===== src/rtl/vm_pkg.sv =====
// ============================================================================
//  Module      : vm_pkg
//  Description : Shared coin-code type and constants for the vending front end.
//  Revision    : 1.0 - initial release
// ============================================================================
`default_nettype none

package vm_pkg;

    typedef logic [1:0] coin_t;

    localparam coin_t CN_NONE = 2'b00;
    localparam coin_t CN_A    = 2'b01;
    localparam coin_t CN_B    = 2'b10;
    localparam coin_t CN_C    = 2'b11;

endpackage

`default_nettype wire


===== src/rtl/coin_db.sv =====
// ============================================================================
//  Module      : coin_db
//  Description : 2-flop synchronizer, saturating debounce counter and
//                single-shot coin event for one raw sensor.
//  Revision    : 1.0 - initial release
// ============================================================================
`default_nettype none

module coin_db #(
    parameter int DB_CYCLES = 4
) (
    input  logic clk,
    input  logic rst,
    input  logic i_raw,
    output logic o_evt
);

    localparam logic [7:0] c_DB_MAX  = 8'(DB_CYCLES);
    localparam logic [7:0] c_DB_LAST = 8'(DB_CYCLES - 1);

    logic       r_s1;
    logic       r_s2;
    logic [7:0] r_cnt;

    always_ff @(posedge clk) begin
        if (rst) begin
            r_s1  <= 1'b0;
            r_s2  <= 1'b0;
            r_cnt <= 8'd0;
        end else begin
            r_s1 <= i_raw;
            r_s2 <= r_s1;
            if (!r_s2) begin
                r_cnt <= 8'd0;
            end else if (r_cnt != c_DB_MAX) begin
                r_cnt <= r_cnt + 8'd1;
            end
        end
    end

    // Saturation at DB_CYCLES makes this a one-shot until the input drops.
    assign o_evt = r_s2 && (r_cnt == c_DB_LAST);

endmodule

`default_nettype wire


===== src/rtl/coin_conditioner.sv =====
// ============================================================================
//  Module      : coin_conditioner
//  Description : Debounces three coin sensors and queues accepted coins in a
//                FIFO, delivering one coin code per cycle. Optional macro
//                COIN_REJ_EN enables the REJ pulse (otherwise REJ is tied 0).
//  Revision    : 1.0 - initial release
// ============================================================================
`default_nettype none

module coin_conditioner
    import vm_pkg::*;
#(
    parameter int DB_CYCLES = 4,
    parameter int DEPTH     = 4
) (
    input  logic  CLK,
    input  logic  RST,
    input  logic  ST,
    input  logic  CA,
    input  logic  CB,
    input  logic  CC,
    output coin_t CN,
    output logic  PEND,
    output logic  REJ
);

    localparam int AW  = $clog2(DEPTH);
    localparam int PW  = AW + 1;
    localparam int NCH = 3;

    // Channel index 0 is highest push priority: C, then B, then A.
    localparam coin_t c_push_code [NCH] = '{CN_C, CN_B, CN_A};

    logic [NCH-1:0] w_raw;
    logic [NCH-1:0] w_evt;
    logic [NCH-1:0] w_acc;
    logic [1:0]     w_off [NCH];
    logic [1:0]     w_npush;
    logic [PW-1:0]  w_count;
    logic [PW-1:0]  w_free;
    logic           w_pop;

    logic [PW-1:0]  r_wptr;
    logic [PW-1:0]  r_rptr;
    coin_t          r_mem [DEPTH];
    coin_t          r_cn;

    assign w_raw = {CA, CB, CC};

    generate
        for (genvar g = 0; g < NCH; g++) begin : g_chan
            coin_db #(
                .DB_CYCLES (DB_CYCLES)
            ) u_db (
                .clk   (CLK),
                .rst   (RST),
                .i_raw (w_raw[g]),
                .o_evt (w_evt[g])
            );
        end
    endgenerate

    assign w_count = r_wptr - r_rptr;
    assign w_pop   = ST && (w_count != '0);
    // Free slots are counted after this cycle's pop so a full FIFO still accepts.
    assign w_free  = PW'(DEPTH) - w_count + PW'(w_pop);

    always_comb begin
        w_acc   = '0;
        w_npush = 2'd0;
        for (int i = 0; i < NCH; i++) begin
            w_off[i] = w_npush;
            if (w_evt[i] && ST && (PW'(w_npush) < w_free)) begin
                w_acc[i] = 1'b1;
                w_npush  = w_npush + 2'd1;
            end
        end
    end

    always_ff @(posedge CLK) begin
        if (RST) begin
            r_wptr <= '0;
            r_rptr <= '0;
            r_cn   <= CN_NONE;
        end else if (!ST) begin
            r_rptr <= r_wptr;
            r_cn   <= CN_NONE;
        end else begin
            r_cn   <= w_pop ? r_mem[r_rptr[AW-1:0]] : CN_NONE;
            r_rptr <= r_rptr + PW'(w_pop);
            r_wptr <= r_wptr + PW'(w_npush);
        end
    end

    always_ff @(posedge CLK) begin
        for (int i = 0; i < NCH; i++) begin
            if (w_acc[i]) begin
                r_mem[r_wptr[AW-1:0] + AW'(w_off[i])] <= c_push_code[i];
            end
        end
    end

    assign CN   = r_cn;
    assign PEND = (w_count != '0);

`ifdef COIN_REJ_EN
    logic w_rej_any;
    logic r_rej;

    assign w_rej_any = |(w_evt & ~w_acc);

    always_ff @(posedge CLK) begin
        if (RST) begin
            r_rej <= 1'b0;
        end else begin
            r_rej <= w_rej_any;
        end
    end

    assign REJ = r_rej;
`else
    assign REJ = 1'b0;
`endif

endmodule

`default_nettype wire


===== config.mk =====
export PLATFORM = sky130hd
export DESIGN_NAME = coin_conditioner
export DESIGN_NICKNAME = d
export VERILOG_FILES = /design/src/rtl/vm_pkg.sv /design/src/rtl/coin_db.sv /design/src/rtl/coin_conditioner.sv
export SDC_FILE = /design/constraint.sdc
export NUM_CORES = 1
export LEC_CHECK = 0
export ABC_AREA = 0
export CORE_MARGIN = 1.5
export CORE_UTILIZATION = 55
export CTS_BUF_LIST = sky130_fd_sc_hd__clkbuf_2
export CTS_CLUSTER_DIAMETER = 120
export DETAILED_ROUTE_END_ITERATION = 7
export PLACE_DENSITY = 0.85
export SLEW_MARGIN = 5
export SYNTH_ARGS = -nofsm -noshare
export SYNTH_HDL_FRONTEND = slang
export SYNTH_SLANG_ARGS = --single-unit

===== constraint.sdc =====
create_clock -name CLK -period 4.4 [get_ports CLK]
set_clock_uncertainty 0.1 [all_clocks]
set_input_delay 0.88 -clock CLK [delete_from_list [all_inputs] [get_ports CLK]]
set_output_delay 0.88 -clock CLK [all_outputs]
set_load 0.05 [all_outputs]

# == Word-level counts from Yosys, hierarchy flattened ==
# Memories as Yosys holds them, arrays and structs flattened. A register that Yosys moved wholly into a read port is not among the register bits.
# Index checks and enable logic that the tools add are counted.
# totals
register_bits,36
ram_bits,8
input_bits,6
out_inout_bits,4
wordCells,66
memories,1
# mem_list
name,words,width,read_ports,rd_clocked_by_memory_dff,wr,line_no,text
r_mem,4,2,1,1,3,coin_conditioner.sv:45,coin_t r_mem [DEPTH];
# op_classes
addsub,12
order_cmp,3
eq_ne,6
mux,13
bitwise,5
reduce_logical,15
# ops
operator,count
"8-bit by 1-bit adder with 8-bit output, second input constant",3
"8-bit by 2-bit == test with 1-bit output, second input constant",3
"8-bit by 3-bit inequality test with 1-bit output, second input constant",3
1-bit logical AND,10
1-bit two-way mux,10
3-bit by 1-bit adder with 3-bit output,2
2-bit by 3-bit less-than comparator with 1-bit output,2
2-bit OR reduction,3
1-bit NOT,5
"2-bit by 1-bit adder with 2-bit output, second input constant",2
2-bit adder,2
2-bit two-way mux,2
3-bit by 2-bit adder with 3-bit output,1
"1-bit by 3-bit less-than comparator with 1-bit output, first input constant",1
3-bit two-way mux,1
3-bit nonzero test,1
3-bit OR reduction,1
3-bit subtractor,1
"3-bit subtractor, first input constant",1

# == Depth between registers and ports, before layout ==
# Gate-level depths: netlist of the first run.
# depth
depth_word,15
depth_mapped,20
ltp_nobuf,19

# == By module ==
# From an unflattened synthesis of the first run, not the netlist that was laid out.
# unflattened
cells_unflattened,279
hier_area_um2,2549.9
# modules_own_cells
module,instances,cells_each,area_each_um2
coin_db,3,56,499.2
coin_conditioner,1,111,1052.3

# == Worst setup path after synthesis of the first run ==
# OpenSTA, ideal clock, no wires.
# synth_path
path_kind,reg-to-reg
from,reg r_wptr[1]
to,reg r_wptr[2]
setup_ps,128
arrival_ps,3987
t_required_ps,4172
path_slack_ps,185
stages_incl_launch_ff,18
path_cell_list,dfxtp_1 clkbuf_1 inv_1 fa_1 ha_1 xor2_2 a41oi_2 inv_1 ha_1 a21oi_1 o21ai_1 xnor2_1 ha_1 inv_1 fa_1 nor2b_1 xnor2_1 nor2_1
# synth_between
elab_chain_len,14
elab_cells_between_ends,17
classes_between,add/sub: 6; order compare: 3; mux: 3; reduce/logical: 5
# synth_rtl
element,line_no,text
from (decl),coin_conditioner.sv:43,logic [PW-1:0] r_wptr;
from (signal assigned),coin_conditioner.sv:91,r_wptr <= r_wptr + PW'(w_npush);
"parallel branches: the longest is 13 deep, another holds 3-bit subtractor",--,
3-bit by 2-bit adder with 3-bit output (*),coin_conditioner.sv:91,
# Mark *: on every way between the ends.
# A chain may end at the register's enable or synchronous reset.

# == Worst setup path after layout of the first run ==
# layout_path
from,reg r_rptr[0]
to,reg r_wptr[2]
# layout_between
elab_chain_len,14
elab_cells_between_ends,17
classes_between,add/sub: 6; order compare: 3; mux: 3; reduce/logical: 5
# layout_rtl
element,line_no,text
from (decl),coin_conditioner.sv:44,logic [PW-1:0] r_rptr;
from (signal assigned),coin_conditioner.sv:86,r_rptr <= r_wptr;
from (signal assigned),coin_conditioner.sv:90,r_rptr <= r_rptr + PW'(w_pop);
3-bit subtractor (*),coin_conditioner.sv:63,assign w_count = r_wptr - r_rptr;
"parallel branches: the longest is 2 deep, another holds 3-bit subtractor",--,
3-bit by 1-bit adder with 3-bit output (*),coin_conditioner.sv:66,assign w_free = PW'(DEPTH) - w_count + PW'(w_pop);
1-bit by 3-bit less-than comparator with 1-bit output,coin_conditioner.sv:73,if (w_evt[i] && ST && (PW'(w_npush) < w_free)) begin
1-bit logical AND,coin_conditioner.sv:73,
1-bit two-way mux,coin_conditioner.sv:73,
2-bit by 3-bit less-than comparator with 1-bit output,coin_conditioner.sv:73,
1-bit logical AND,coin_conditioner.sv:73,
2-bit two-way mux,coin_conditioner.sv:73,
2-bit by 3-bit less-than comparator with 1-bit output,coin_conditioner.sv:73,
1-bit logical AND,coin_conditioner.sv:73,
2-bit two-way mux (*),coin_conditioner.sv:73,
3-bit by 2-bit adder with 3-bit output (*),coin_conditioner.sv:91,
# Marks and branches as above.

==> flow_metrics.py, run 1 <==
metrics = {
    "final_layout": {
        "final_area_um2": 2690,
        "multi_input_area_um2": 1390,
        "utilization_pct": 65.7,
        "regArea_um2": 921,
        "syn_to_final_growth_pct": 12.5,
        "drive_above_1_share_pct": 11.4,
        "fillCellCount": 333,
        "antenna_cells": 0,
        "nets": 295,
    },
    "floorplanning": {
        "start_util_pct": 58.4,
        "fp.dieH_um": 68.9,
        "row_count": 23,
        "core_region_area_um2": 4090,
        "dieArea_um2": 4740,
        "io-pin-count": 10,
        "die_x_um": 68.9,
    },
    "place": {
        "dpl.hpwl_um": 3180,
        "dpl-instance-area_um2": 2600,
        "routabilityCongestion": 0.818,
        "port_buffers": 8,
    },
    "setup_path": {
        "worst-setup-path-type": "reg2reg",
        "path_max_fanout": 4,
        "cp_cell_sequence": "ha_1, fa_1, ha_1, xor2_2, and2_1, a21o_1, inv_1, ha_1, xnor2_1, nand2_1, o21ai_1, xnor2_1, ha_1, inv_1, fa_1, nor2b_1, xnor2_1, nor2_1",
        "worst-endpoint-required_ns": 4.61,
        "worstPathArrival_ns": 4.23,
        "worst_setup_path_start_kind": "flop",
        "end_kind": "flop",
        "slowest_stage": "dfxtp_1",
        "crit_top_cell": "ha_1",
        "cp-startpoint": "r_rptr[0]",
        "crit_buf_inv": 2,
        "max_stage_delay_ns": 0.48,
        "worstReg2RegStart": "r_rptr[0]",
        "crit_family": "adder cells",
    },
    "global_routing": {
        "grt_usage_pct": 21.1,
        "antenna_found_initial": 0,
        "top_usage_layer": "met2",
        "grt_pass1_wl_um": 7560,
        "grt_pass1_vias": 1711,
        "grtUsageMet1_pct": 26.7,
        "grt_use_met3_pct": 4.06,
        "grt_max_degree": 18,
        "grt_overflow_total": 0,
        "use_met2_pct": 36.3,
    },
    "clocking": {
        "insertion_delay_ns": 0.43,
        "cts_tree": "built",
        "numCtsBuffers": 5,
        "cts_buffer_depth": 2,
        "cts_sinks": 46,
        "cts_hold_buf": 0,
        "h-tree-depth": 2,
        "post_cts.repair.setup_buffers": 0,
        "clk_pin_slew_ns": 0.25,
        "root_buffer": "clkbuf_2",
        "ctsResizeCount": 0,
    },
    "sta": {
        "maxSlewHeadroom_pct": 61.0,
        "rsz0062_at_grt": "no",
        "hold_violations": 0,
        "setup_viol": 0,
        "tightest_slew_ns": 0.583,
        "fmax_mhz": 249,
        "min_period_ns": 4.02,
        "finalMaxSlewViolations": 0,
        "holdWs_ns": 0.361,
        "finalCritPeriodShare_pct": 91.5,
    },
    "routing": {
        "first_pass_iters": 4,
        "vias": 1782,
        "postRouteAntennaNets": 0,
        "wl_um": 4320,
        "drc": 0,
        "viasPerCell": 5.53,
        "avgRoutedWirePerCell_um": 13.4,
        "drt_first_iter_violations": 135,
    },
    "logic_synthesis": {
        "ys.flop_type": "dfxtp_1",
        "synth.top_cell.area_share_pct": 38.6,
        "netlist.top_cell.by_area": "dfxtp_1",
        "netlist_instances": 249,
        "syn_avg_cell_area_um2": 9.58,
        "ys_seq_area_share_pct": 38.6,
        "synth_edf_count": 0,
        "synth_commonest_cells": "dfxtp_1, nor2_1, nand3_1",
        "ys_ff_latch": 46,
        "synth_most_common_cell": "dfxtp_1",
        "async_reset_ff_share_pct": 0,
        "synth.distinct_cells": 45,
        "synth_top_cells_by_area": "dfxtp_1, ha_1, xnor2_1",
        "synth_warnings": 0,
        "synthesis.nets": 273,
        "synth_area_um2": 2390,
    },
    "status": {
        "status": "finished clean",
    },
    "pwr": {
        "ir_drop_v": 0.000227,
        "power.density_nw_per_um2": 309,
        "p_leak_uw": 0.00107,
        "power_uw": 830,
    },
    "min_path": {
        "min_from": "g_chan[2].u_db.r_s1",
        "hold_class": "reg2reg",
    },
    "job": {
        "cap_viol_max_count": 0,
    },
}
## per-stage QoR
stage	instances	worst slack, ns	setup TNS, ns
finish	322	0.376	0
global route	322	0.0360	0
CTS	322	0.372	0
detailed placement	314	-0.0428	-0.0428
global placement	314	0.109	0
floorplan	249	0.185	0
## cells in the final DEF, fill, tap and decap left out, types with 4 or more instances in the layout
| cell type | n |
|---|---|
| clkbuf_2 | 5 |
| xnor2_1 | 15 |
| mux2i_1 | 4 |
| inv_1 | 15 |
| buf_4 | 12 |
| nand2b_1 | 7 |
| nor2_1 | 30 |
| dfxtp_1 | 46 |
| ha_1 | 16 |
| nor2b_1 | 8 |
| clkdlybuf4s50_1 | 8 |
| nand2_1 | 6 |
| and3_1 | 6 |
| nand3_1 | 17 |
| xor2_1 | 15 |
| a2111oi_2 | 4 |
| a21o_1 | 4 |
| a21oi_1 | 9 |
## where the power goes
part           leakage, uW  internal, uW  switching [uW]
clock            0.0000506           151             137
combinational     0.000645          47.5            66.4
sequential        0.000372           423            4.58
total              0.00107           622             208
## registers in the layout (all words and copies together) (netlist names)
signal             flops
CN                     2
g_chan.u_db.r_s1       3
r_wptr                 3
g_chan.u_db.r_s2       3
r_rptr                 3
r_mem                  8
g_chan.u_db.r_cnt     24
## final timing paths
kind / slack, ns / cells past startpoint / to
max: 0.38 / 18 / r_wptr[2]
min: 0.36 / 1 / g_chan[2].u_db.r_s2
min reg2reg: 0.36 / 1 / g_chan[2].u_db.r_s2
max reg2reg: 0.38 / 18 / r_wptr[2]
## cell type report
type	count	area share [%]
multi-input cells	183	51.6
flip-flops and latches	46	34.3
well taps	50	2.33
repair buffers	20	6.34
inverters	15	2.10
clock buffers	5	0.932
clock inverters	3	2.38
## cell families (layout without fill, tap and decap cells)
logic type,after synthesis,count (layout),share of synthesized area (%)
and+or+nand+nor,89,89,19.2
muxes,6,6,3.57
xor gates and xnor gates,32,32,12.6
DFF,46,46,38.6
buffers and inverters,20,43,3.30
AOI/OAI and AO/OA,37,37,12.4
adders and majority gates,18,18,10.1
other,1,1,0.157
## per-layer routing
layer  vias to the layer above  routed length [um]
li1                        902                   -
met1                       838                1970
met2                        33                2120
met3                         9                 154
met4                         0                  82
met5                         -                   0
Power figures use the tool's default switching activity.
==> inputs of run 2 (changes only) <==
--- a/config.mk
+++ b/config.mk
@@ -15,4 +15,5 @@
 export SLEW_MARGIN = 5
 export SYNTH_ARGS = -nofsm -noshare
 export SYNTH_HDL_FRONTEND = slang
+export SYNTH_HIERARCHICAL = 1
 export SYNTH_SLANG_ARGS = --single-unit
==> flow_metrics.py, run 2 <==
metrics = {
    "setup_path": {
        "path_max_fanout": 3,
        "crit_top_cell": "ha_1",
        "crit_buf_inv": 1,
        "cp_cell_sequence": "clkdlybuf4s50_1, or2_2, ha_1, xnor2_2, o311ai_4, ha_1, a311oi_1, nor3_1, or3_1, xnor2_1, ha_1, fa_1, nand2_1, xor2_1, nor2_1",
        "worst_setup_path_start_kind": "primary input",
        "rr_worst_depth": 16,
        "worstReg2RegStart": "r_wptr[0]",
        "crit_family": "adder cells",
        "cp-startpoint": "ST",
        "worst-endpoint-required_ns": 4.59,
        "r2r_end": "r_wptr[2]",
        "worst-setup-path-type": "in2reg",
        "slowest_stage": "or3_1",
        "cp.depth": 15,
        "end_kind": "flop",
        "worstPathArrival_ns": 4.44,
        "max_stage_delay_ns": 0.43,
        "r2r_slack_ns": 0.20,
        "crit_end": "r_wptr[2]",
    },
    "clocking": {
        "cts_sinks": 46,
        "numCtsBuffers": 5,
        "cts_tree": "built",
        "clk_pin_slew_ns": 0.25,
        "h-tree-depth": 2,
        "root_buffer": "clkbuf_2",
        "cts_buffer_depth": 2,
        "cts_hold_buf": 0,
        "insertion_delay_ns": 0.42,
    },
    "final_layout": {
        "drive_above_1_share_pct": 17.6,
        "largest_register_ffs": 24,
        "final_common_cell": "dfxtp_1",
        "fillCellCount": 346,
        "nets": 324,
        "top_register": "g_chan.u_db/r_cnt",
        "antenna_cells": 0,
        "syn_to_final_growth_pct": 11.4,
        "final_cell_mix": "dfxtp_1, nand2_1, inv_1, a21oi_1, ha_1",
    },
    "routing": {
        "drt_first_iter_violations": 207,
        "wl_um": 5210,
        "first_pass_iters": 4,
        "vias": 2119,
        "avgRoutedWirePerCell_um": 14.8,
        "postRouteAntennaNets": 0,
        "drc": 0,
        "viasPerCell": 6.00,
    },
    "sta": {
        "finalMaxSlewViolations": 0,
        "finalCritPeriodShare_pct": 96.5,
        "tightest_slew_ns": 0.569,
        "hold_violations": 0,
        "min_period_ns": 4.25,
        "setup_viol": 0,
        "maxSlewHeadroom_pct": 62.0,
        "holdWs_ns": 0.351,
        "rsz0062_at_grt": "no",
        "fmax_mhz": 235,
    },
    "global_routing": {
        "grt_usage_pct": 22.6,
        "grt_overflow_total": 0,
        "grt_pass1_wl_um": 9180,
        "grt_pass1_vias": 2100,
        "antenna_found_initial": 0,
        "grt_max_degree": 17,
    },
    "min_path": {
        "worst_hold_path.num_cells": 1,
        "hold_class": "reg2reg",
    },
    "floorplanning": {
        "die_x_um": 71.1,
        "start_util_pct": 57.8,
        "row_count": 24,
        "core_region_area_um2": 4410,
        "io-pin-count": 10,
        "dieArea_um2": 5050,
        "fp.dieH_um": 71.1,
    },
    "pwr": {
        "p_leak_uw": 0.00103,
        "ir_drop_v": 0.000262,
        "power.density_nw_per_um2": 249,
        "power_uw": 709,
    },
    "logic_synthesis": {
        "synth_commonest_cells": "dfxtp_1, inv_1, nand2_1",
        "netlist_instances": 279,
        "netlist.top_cell.by_area": "dfxtp_1",
        "synth_warnings": 6,
        "ys.flop_type": "dfxtp_1",
        "ys_ff_latch": 46,
        "synth.distinct_cells": 44,
        "async_reset_ff_share_pct": 0,
        "synth_area_um2": 2550,
        "ys_seq_area_share_pct": 36.1,
        "syn_avg_cell_area_um2": 9.14,
        "synthesis.nets": 303,
        "synth_edf_count": 0,
        "synth.top_cell.area_share_pct": 36.1,
        "synth_top_cells_by_area": "dfxtp_1, ha_1, a21oi_1",
        "synth_most_common_cell": "dfxtp_1",
    },
    "place": {
        "routabilityCongestion": 0.909,
        "port_buffers": 8,
        "dpl.hpwl_um": 3730,
    },
    "job": {
        "cap_viol_max_count": 0,
    },
    "status": {
        "status": "finished clean",
    },
}
-- run 2: cell types whose count changed after synthesis, moves of 6 or more --
cell / delta
o21ai_0: +10
nor3_1: +7
xnor2_1: -11
nor2_1: -17
nand2_1: +13
xor2_1: -8
nand4_1: +8
and3_1: -6
or3_1: +12
a21oi_1: +9
-- run 2: per-stage QoR --
step	setup slack [ns]	setup TNS [ns]	area, um2	std cells	util (%)
after floorplan	0.0416	0	2570	279	-
after global placement	-0.120	-0.201	2770	345	62.8
after detailed placement	-0.268	-0.455	2770	345	62.8
after CTS	0.0597	0	2840	353	64.3
after global routing	0.0383	0	2840	353	64.4
final	0.152	0	2840	353	64.4
-- run 2: power by group --
group | switching, uW | leakage, uW | total (uW) | internal (uW)
combinational | 31.5 | 0.000612 | 55.2 | 23.7
clock | 134 | 0.0000427 | 229 | 94.3
sequential | 3.08 | 0.000373 | 425 | 422
-- run 2: kinds of logic (layout without fill, tap and decap cells) --
group,count (synthesis),after routing,synth area share [%]
buffers and inverters,27,49,4.56
flip-flops,46,46,36.1
AO/OA/AOI/OAI,65,65,17.7
XOR/XNOR,13,13,5.35
adder cells (fa/ha/maj),18,18,9.42
multiplexers,3,3,2.16
other,1,1,0.147
AND/OR/NAND/NOR,106,106,24.5
-- run 2: timing repair --
action | CTS | global route
endpoints found under the setup margin | 0 | 2
gates resized for setup | 0 | 4
setup buffers | 0 | 0
-- run 2: worst min-delay path by stage --
stage / from / end
3_3_place_gp: g_chan[2].u_db/r_s1 / g_chan[2].u_db/r_s2
5_1_grt: g_chan[0].u_db/r_s1 / g_chan[0].u_db/r_s2
4_1_cts: g_chan[0].u_db/r_s1 / g_chan[0].u_db/r_s2
3_5_place_dp: g_chan[1].u_db/r_s1 / g_chan[1].u_db/r_s2
2_1_floorplan: g_chan[0].u_db/r_s1 / g_chan[0].u_db/r_s2
6_report: g_chan[0].u_db/r_s1 / g_chan[0].u_db/r_s2
-- run 2: per-layer routing --
metal	up-vias	share of wire [%]	GRT usage, %
met4	0	0.92	7.76
met3	5	3.5	4.70
met5	-	0	0
met2	43	49	37.4
li1	1059	-	-
met1	1012	46	29.4
-- run 2: layout make-up --
class                   instances  area, um2  area share, %
well taps                      52       65.1           2.29
flip-flops and latches         46        923           32.5
repair buffers                 21        178           6.25
multi-input cells             206       1540           54.0
clock buffers                   5       25.0          0.881
clock inverters                 3       40.0           1.41
inverters                      20       75.1           2.64
==> inputs of run 3 (changes only) <==
--- a/config.mk
+++ b/config.mk
@@ -8,7 +8,7 @@
 export ABC_AREA = 0
 export CORE_MARGIN = 1.5
 export CORE_UTILIZATION = 55
-export CTS_BUF_LIST = sky130_fd_sc_hd__clkbuf_2
+export CTS_BUF_LIST = sky130_fd_sc_hd__clkbuf_8
 export CTS_CLUSTER_DIAMETER = 120
 export DETAILED_ROUTE_END_ITERATION = 7
 export PLACE_DENSITY = 0.85
==> constraint.sdc (replaced) <==
create_clock -name CLK -period 3.6 [get_ports CLK]
set_clock_uncertainty 0.1 [all_clocks]
set_input_delay 0.72 -clock CLK [delete_from_list [all_inputs] [get_ports CLK]]
set_output_delay 0.72 -clock CLK [all_outputs]
set_load 0.05 [all_outputs]
==> flow_metrics.py, run 3 (synthesized netlist as in run 2, its figures left out) <==
metrics = {
    "sta": {
        "hold_violations": 0,
        "fin_setup_tns_ns": -0.639,
        "finalMaxSlewViolations": 0,
        "fin_ws_ns": -0.343,
        "rsz0062_at_grt": "yes",
        "finalCritPeriodShare_pct": 110,
        "maxSlewHeadroom_pct": 66.1,
        "setup_viol": 2,
        "fmax_mhz": 254,
        "tightest_slew_ns": 0.506,
        "min_period_ns": 3.94,
    },
    "setup_path": {
        "worst-setup-path-type": "reg2reg",
        "r2r_end": "r_wptr[1]",
        "end_kind": "flop",
        "worst_setup_path_start_kind": "flop",
        "path_max_fanout": 4,
        "worst-endpoint-required_ns": 3.74,
        "r2r_slack_ns": -0.34,
        "worstReg2RegStart": "r_wptr[0]",
        "rr_worst_depth": 16,
        "worstPathArrival_ns": 4.09,
    },
    "status": {
        "violations": "setup timing",
        "status": "complete, but fails checks",
    },
    "clocking": {
        "cts_sinks": 46,
        "cts_buffer_depth": 2,
        "insertion_delay_ns": 0.31,
        "root_buffer": "clkbuf_8",
        "clk_pin_slew_ns": 0.09,
        "numCtsBuffers": 5,
        "h-tree-depth": 2,
        "cts_tree": "built",
    },
    "routing": {
        "avgRoutedWirePerCell_um": 15.4,
        "wl_met2_um": 2850,
        "met3_length_um": 317,
        "wl_um": 5820,
        "first_pass_iters": 4,
        "drc": 0,
        "wl_met1_um": 2530,
        "top_layer_used": "met4",
        "vias": 2255,
        "postRouteAntennaNets": 0,
        "viasPerCell": 5.97,
        "drt_first_iter_violations": 204,
    },
    "final_layout": {
        "top_register": "g_chan.u_db/r_cnt",
        "stdcell_count": 378,
        "final_common_cell": "dfxtp_1",
        "nets": 349,
        "final_cell_mix": "dfxtp_1, buf_4, inv_1, a21oi_1, nand2_1",
        "drive_above_1_share_pct": 27.3,
        "largest_register_ffs": 24,
        "antenna_cells": 0,
        "syn_to_final_growth_pct": 24.6,
    },
    "job": {
        "cap_viol_max_count": 0,
    },
    "pwr": {
        "swShare_pct": 24.6,
        "p_leak_uw": 0.00117,
        "power_uw": 934,
        "power.density_nw_per_um2": 294,
        "p_switching_uw": 230,
        "power_frac_comb_pct": 9.0,
        "power.internal_uw": 704,
        "ir_drop_v": 0.000176,
        "power_frac_seq_pct": 55.2,
        "pwr-share-clk_pct": 35.7,
    },
    "global_routing": {
        "grt_pass1_vias": 2151,
        "grt_overflow_total": 0,
        "grt_max_degree": 14,
        "grt_usage_pct": 23.9,
        "antenna_found_initial": 0,
        "grt_pass1_wl_um": 9650,
    },
    "floorplanning": {
        "io-pin-count": 10,
        "die_x_um": 71.1,
        "dieArea_um2": 5050,
        "core_region_area_um2": 4410,
        "row_count": 24,
        "start_util_pct": 57.8,
        "fp.dieH_um": 71.1,
    },
    "min_path": {
        "hold_end": "g_chan[0].u_db/r_s2",
        "worst_hold_path.num_cells": 1,
        "min_from": "g_chan[0].u_db/r_s1",
        "hold_class": "reg2reg",
    },
    "place": {
        "port_buffers": 8,
        "dp.cells": 364,
        "dpl.hpwl_um": 4060,
        "routabilityCongestion": 0.914,
    },
}
[run 3: worst max-delay path: stages, from the launching register on]
cell and delay [ns]:
dfxtp_4 0.37, inv_4 0.04, ha_4 0.15, fa_2 0.60, ha_4 0.18, xnor2_4 0.10, o311ai_4 0.37, inv_1 0.15
ha_4 0.19, xor2_1 0.17, nor3_2 0.07, or3_4 0.36, xnor2_2 0.16, ha_4 0.17, fa_2 0.53, nand2_2 0.06
a21oi_2 0.10
[run 3: per-stage QoR]
stage,area (um2),hold slack (ns),util [%],worst slack [ns]
after CTS,3120,0.360,70.7,-0.312
after global routing,3180,0.370,72.0,-0.448
after floorplan,2640,0.314,-,-0.352
after detailed placement,2980,0.341,67.4,-0.740
final,3180,0.356,72.0,-0.343
after global placement,2980,0.322,67.4,-0.654
[run 3: final cells by class]
type | instances | area (um2)
multi-input cells | 206 | 1650
fillers | 307 | 1240
flip-flops and latches | 46 | 925
repair buffers | 46 | 369
clock buffers | 6 | 82.6
inverters | 20 | 80.1
well taps | 52 | 65.1
clock inverters | 2 | 8.76
[run 3: worst max path at each step]
stage               startpoint        end  slack, ns  cells past startpoint
finish               r_wptr[0]  r_wptr[1]      -0.34                     16
global route         r_wptr[0]  r_wptr[1]      -0.45                     16
CTS                  r_wptr[0]  r_wptr[1]      -0.31                     17
detailed placement          ST  r_wptr[2]      -0.74                     15
global placement            ST  r_wptr[2]      -0.65                     15
floorplan            r_wptr[0]  r_wptr[2]      -0.35                     17
[run 3: layer usage]
| metal | up-vias | GRT usage, % |
|---|---|---|
| met5 | - | 0 |
| met4 | 0 | 8.81 |
| met3 | 16 | 5.27 |
| met2 | 77 | 39.7 |
| met1 | 1059 | 30.6 |
| li1 | 1103 | - |
[run 3: repair_timing]
action	in CTS	in global routing
hold buffers	0	0
setup buffers	2	4
resized for setup	7	6
endpoints found under the setup margin	3	3
pin swaps	6	7
[run 3: power by group through the flow]
stage / Sequential (uW) / Combinational [uW] / Clock (uW)
5_1_grt: 517 / 90.2 / 360
4_1_cts: 516 / 79.3 / 337
2_1_floorplan: 528 / 51.6 / 0
3_3_place_gp: 528 / 76.3 / 0
6_report: 516 / 84.2 / 334
3_5_place_dp: 528 / 77.6 / 0
